### src/rtl/fifo_to_uart_controller_pkg.sv
// Shared definitions for the logic-analyzer readout sequencer:
// state codes, trigger-block mask values and a small state classifier.
package fifo_to_uart_controller_pkg;

    localparam logic [4:0] S_INIT    = 5'd0;
    localparam logic [4:0] S_CAPTURE = 5'd1;
    localparam logic [4:0] S_RDREQ   = 5'd2;
    localparam logic [4:0] S_RDWAIT  = 5'd3;
    localparam logic [4:0] S_TXWAIT  = 5'd4;
    localparam logic [4:0] S_LOAD    = 5'd5;
    localparam logic [4:0] S_TXBUSY  = 5'd6;
    localparam logic [4:0] S_DRAIN   = 5'd7;

    localparam logic [2:0] MASK_CAPTURE = 3'b000;
    localparam logic [2:0] MASK_BLOCK   = 3'b111;

    // True for every state in which the FIFO is being dumped over the UART.
    function automatic logic is_readout(input logic [4:0] st);
        return (st >= S_RDREQ) && (st <= S_DRAIN);
    endfunction

endpackage

### src/rtl/fifo_to_uart_controller.sv
// Readout sequencer: holds the UART idle while the sample FIFO fills, then
// dumps each FIFO word as NUM_BYTES UART bytes and re-arms capture.
module fifo_to_uart_controller
    import fifo_to_uart_controller_pkg::*;
#(
    parameter int NUM_BYTES = 4
) (
    input  logic       clk,
    input  logic       rst,
    input  logic       FIFO_wrfull,
    input  logic       FIFO_rdempty,
    input  logic       UART_txempty,
    output logic       FIFO_rdreq,
    output logic       UART_rst,
    output logic       UART_ld_tx_data,
    output logic       UART_tx_enable,
    output logic       triggerBlock_Syncrst,
    output logic [2:0] triggerBlock_Mask,
    output logic [1:0] Bit_Padder_Sel,
    output logic [4:0] state_debug
);

    localparam logic [1:0] LAST_BYTE = 2'(NUM_BYTES - 1);

    logic [4:0] state_r;
    logic [4:0] state_s;
    logic [1:0] byte_cnt_r;
    logic [1:0] byte_cnt_s;

    // State and byte-counter registers; reset may land mid-readout.
    always_ff @(posedge clk or posedge rst) begin
        if (rst) begin
            state_r    <= S_INIT;
            byte_cnt_r <= 2'd0;
        end else begin
            state_r    <= state_s;
            byte_cnt_r <= byte_cnt_s;
        end
    end

    // Next-state and next-counter logic; the counter is cleared on entry to
    // INIT/RDREQ so the byte select reads 0 at the start of every word.
    always_comb begin
        state_s    = state_r;
        byte_cnt_s = byte_cnt_r;
        case (state_r)
            S_INIT: begin
                state_s    = S_CAPTURE;
                byte_cnt_s = 2'd0;
            end
            S_CAPTURE: begin
                if (FIFO_wrfull) begin
                    state_s = S_RDREQ;
                end else begin
                    state_s = S_CAPTURE;
                end
            end
            S_RDREQ: begin
                state_s    = S_RDWAIT;
                byte_cnt_s = 2'd0;
            end
            S_RDWAIT: begin
                state_s = S_TXWAIT;
            end
            S_TXWAIT: begin
                if (UART_txempty) begin
                    state_s = S_LOAD;
                end else begin
                    state_s = S_TXWAIT;
                end
            end
            S_LOAD: begin
                state_s = S_TXBUSY;
            end
            S_TXBUSY: begin
                // txempty falling means the UART took the byte.
                if (!UART_txempty) begin
                    if (byte_cnt_r < LAST_BYTE) begin
                        byte_cnt_s = byte_cnt_r + 2'd1;
                        state_s    = S_TXWAIT;
                    end else if (FIFO_rdempty) begin
                        state_s = S_DRAIN;
                    end else begin
                        byte_cnt_s = 2'd0;
                        state_s    = S_RDREQ;
                    end
                end else begin
                    state_s = S_TXBUSY;
                end
            end
            S_DRAIN: begin
                if (UART_txempty) begin
                    state_s    = S_INIT;
                    byte_cnt_s = 2'd0;
                end else begin
                    state_s = S_DRAIN;
                end
            end
            default: begin
                state_s    = S_INIT;
                byte_cnt_s = 2'd0;
            end
        endcase
    end

    // Moore output decode from the registered state and counter only.
    always_comb begin
        FIFO_rdreq           = 1'b0;
        UART_ld_tx_data      = 1'b0;
        triggerBlock_Syncrst = 1'b0;
        UART_rst             = 1'b0;
        triggerBlock_Mask    = MASK_BLOCK;
        UART_tx_enable       = is_readout(state_r);
        Bit_Padder_Sel       = byte_cnt_r;
        state_debug          = state_r;
        case (state_r)
            S_INIT: begin
                triggerBlock_Syncrst = 1'b1;
                UART_rst             = 1'b1;
            end
            S_CAPTURE: begin
                UART_rst          = 1'b1;
                triggerBlock_Mask = MASK_CAPTURE;
            end
            S_RDREQ: begin
                FIFO_rdreq = 1'b1;
            end
            S_LOAD: begin
                UART_ld_tx_data = 1'b1;
            end
            default: begin
                FIFO_rdreq = 1'b0;
            end
        endcase
    end

endmodule

### config.mk
export PLATFORM = sky130hd
export DESIGN_NAME = fifo_to_uart_controller
export DESIGN_NICKNAME = d
export VERILOG_FILES = /design/src/rtl/fifo_to_uart_controller_pkg.sv /design/src/rtl/fifo_to_uart_controller.sv
export SDC_FILE = /design/constraint.sdc
export NUM_CORES = 1
export LEC_CHECK = 0
export BUFFER_PORTS_ARGS = -buffer_cell sky130_fd_sc_hd__clkbuf_2
export CORE_MARGIN = 2
export CORE_UTILIZATION = 29
export DETAILED_ROUTE_END_ITERATION = 12
export GPL_TIMING_DRIVEN = 0
export SKIP_LAST_GASP = 1
export SLEW_MARGIN = 0
export SYNTH_ARGS = -nofsm -noshare
export SYNTH_HDL_FRONTEND = slang
export SYNTH_SLANG_ARGS = --single-unit
### constraint.sdc
create_clock -name clk -period 1.8 [get_ports clk]
set_input_delay 0.36 -clock clk [delete_from_list [all_inputs] [get_ports clk]]
set_output_delay 0.36 -clock clk [all_outputs]
set_load 0.02 [all_outputs]
==> qor.txt <==
antenna violations before repair: 0
Largest stage delay, worst path: 0.42 ns
final core occ: 0.4022
Routed WL: 945 um
Yosys reg bits: 5
initial core utilization: 0.3036
sequential fraction of the synthesis area: 0.2801
CP Data Required Time: 1.44 ns
number of top-level pins: 20
post-CTS setup buffer count: 0
critical path, cell by cell: buf_4 > nor2_4 > nand2_1 > buf_4 > clkbuf_2
GRT met2 Usage: 0.1731
final worst-path cycle share: 0.9432
die area: 1870 um2
largest net degree at the start of global routing: 11
Layout Nets: 81
vias post-DR: 412
most frequent cells in the layout: 17 x clkbuf_2, 5 x dfrtp_1, 5 x buf_4, 4 x nor2_1, 4 x inv_1
drt initial violations: 5
Min Clock Period, post-route: 1.698 ns
outcome: finished, final reports clean
CP most frequent cell: buf_4
count of different cell masters after synthesis: 27
DR pass1 iterations: 2
Mean Syn Cell Area: 8.934 um2
width of the die: 43.25 um
pwr dens: 1758 nW/um2
DP HPWL: 751.8 um
area grow syn2layout: 32.49%
final setup violation count: 0
number of synthesized flops with an enable pin: 0
Die Y-Extent: 43.25 um
FMAX: 589.0 MHz
Worst IR Drop VDD: 0.5734 mV
Syn Std Cell Area: 446.7 um2
Core Region: 1471 um2
htree depth: 1
GPL Wtd Cong: 0.7702
worst path bufs/invs: 3
DR vias/cell: 4.629
post-route setup TNS: 0 ns
most common cell after layout, fill and taps aside: clkbuf_2
CP delay by family, top: buffers and inverters
number of port buffers: 17
hold crit path type: input pin to register
vias in the first global route: 348
# diodes: 0
CP max-delay cell: dfrtp_1
clock-pin slew on the worst setup and hold paths: 0.04 ns
P_leak: 0.2970 nW
Pins Over Slew Limit: 0
r2r startpoint: Bit_Padder_Sel[0]$_DFFE_PP0P_
Most used DFF post-synth: dfrtp_1
CTS tree: built
met1 Use GR: 0.1276
global routing met3 resource utilization: 0.06383
number of remaining DRC errors: 0
critical path data arrival time: 1.34 ns
Post-synth ARST share: 1.000
total gr overflow: 0
Setup crit start: state_debug[2]$_DFF_PP0_
busiest grt layer: met2
Final ANT Viol Nets: 0
Hold Crit Start: UART_txempty
Layout Skew: 0.002492 ns
max-cap violations: 0
global-route wire length before repair: 1504 um
Synth Warn #: 0
RSZ-0062 raised after global routing: no
Clock Path Buffers: 2
Skew-Pair Late Insertion Delay: 0.24 ns
final hold vios: 0
Syn Inst Count: 50
share of layout cells above drive strength 1: 0.4932
GRT Overall Usage: 0.1166
Num CTS Buffers: 3
TritonCTS Sinks: 5
row count: 14
Setup CP Type: register to output pin
CP startpoint kind: register
CP Max Fanout: 10
CTS Root Cell: clkbuf_4
average routed wire per standard cell: 10.62 um
crit end category: output pin
==> routing by layer <==
layer	wire length (um)	up-vias
met4	13	0
li1	-	211
met1	384	186
met3	68	2
met5	0	-
met2	478	13
==> path summary, 6_finish.rpt <==
path | slack [ns] | end | cells after the start
worst max register to register | 0.47 | Bit_Padder_Sel[0]$_DFFE_PP0P_ | 4
min in group asynchronous | 0.54 | state_debug[0]$_DFF_PP0_ | 3
worst max-delay path | 0.10 | triggerBlock_Mask[2] | 5
worst min register to register | 0.63 | state_debug[0]$_DFF_PP0_ | 2
worst min-delay path | 0.47 | state_debug[0]$_DFF_PP0_ | 3
max in group asynchronous | 1.10 | Bit_Padder_Sel[1]$_DFFE_PP0P_ | 3
==> metrics by stage <==
| stage | cells | instance area, um2 | hold WS, ns | worst slack [ns] | power [mW] |
|---|---|---|---|---|---|
| floorplan | 51 | 450.4 | 0.1385 | 0.1154 | 0.7377 |
| detailed placement | 84 | 555.5 | 0.2409 | 0.3548 | 0.9199 |
| CTS | 89 | 591.8 | 0.4547 | 0.09147 | 1.058 |
| global placement | 84 | 555.5 | 0.2363 | 0.3711 | 0.9078 |
| finish | 89 | 591.8 | 0.4712 | 0.1023 | 1.040 |
| global route | 89 | 591.8 | 0.4586 | 0.02562 | 1.127 |
==> cells by family (layout without fill, tap and decap cells) <==
kind of cell,Yosys count,count (layout),share of synthesized area
buffers and inverters,12,34,0.1765
DFF,5,5,0.2801
AOI/OAI and AO/OA,13,13,0.2325
adders and majority gates,2,2,0.05601
other,1,2,0.008395
and+or+nand+nor,17,17,0.2465
==> cell type report <==
class | instances | area [um2]
Buffer | 7 | 60.06
Clock buffer | 4 | 26.28
Fill cell | 158 | 879.6
Inverter | 5 | 18.77
Multi-Input combinational cell | 34 | 246.5
Sequential cell | 5 | 125.1
Tap cell | 16 | 20.02
Timing Repair Buffer | 18 | 95.09
==> tightest hold or removal path, cell delays in order <==
cell and delay (ns):
clkbuf_2 0.17, a22oi_2 0.08, o31ai_2 0.06
==> sequential cells by signal (all words and copies together) (netlist names) <==
register        flops
state_debug         3
Bit_Padder_Sel      2
==> repair_timing <==
| action | CTS | global route |
|---|---|---|
| endpoints found under the hold margin | 5 | 0 |
| hold buffers | 1 | 0 |
| resized for setup | 0 | 0 |
==> synthesized netlist by cell type (2+ instances only) <==
master / instances / area, um2
buf_4: 5 / 37.54
dfrtp_1: 5 / 125.1
inv_1: 4 / 15.01
nor2_1: 4 / 15.01
a21oi_1: 3 / 15.01
nand2_1: 3 / 11.26
buf_6: 2 / 22.52
ha_1: 2 / 25.02
o211ai_1: 2 / 15.01
o21ai_1: 2 / 10.01
o2bb2ai_1: 2 / 17.52
==> power by group <==
part	switching, mW	internal [mW]
clock	0.0446	0.0837
combinational	0.410	0.268
sequential	0.0700	0.164
Power figures use the tool's default switching activity.
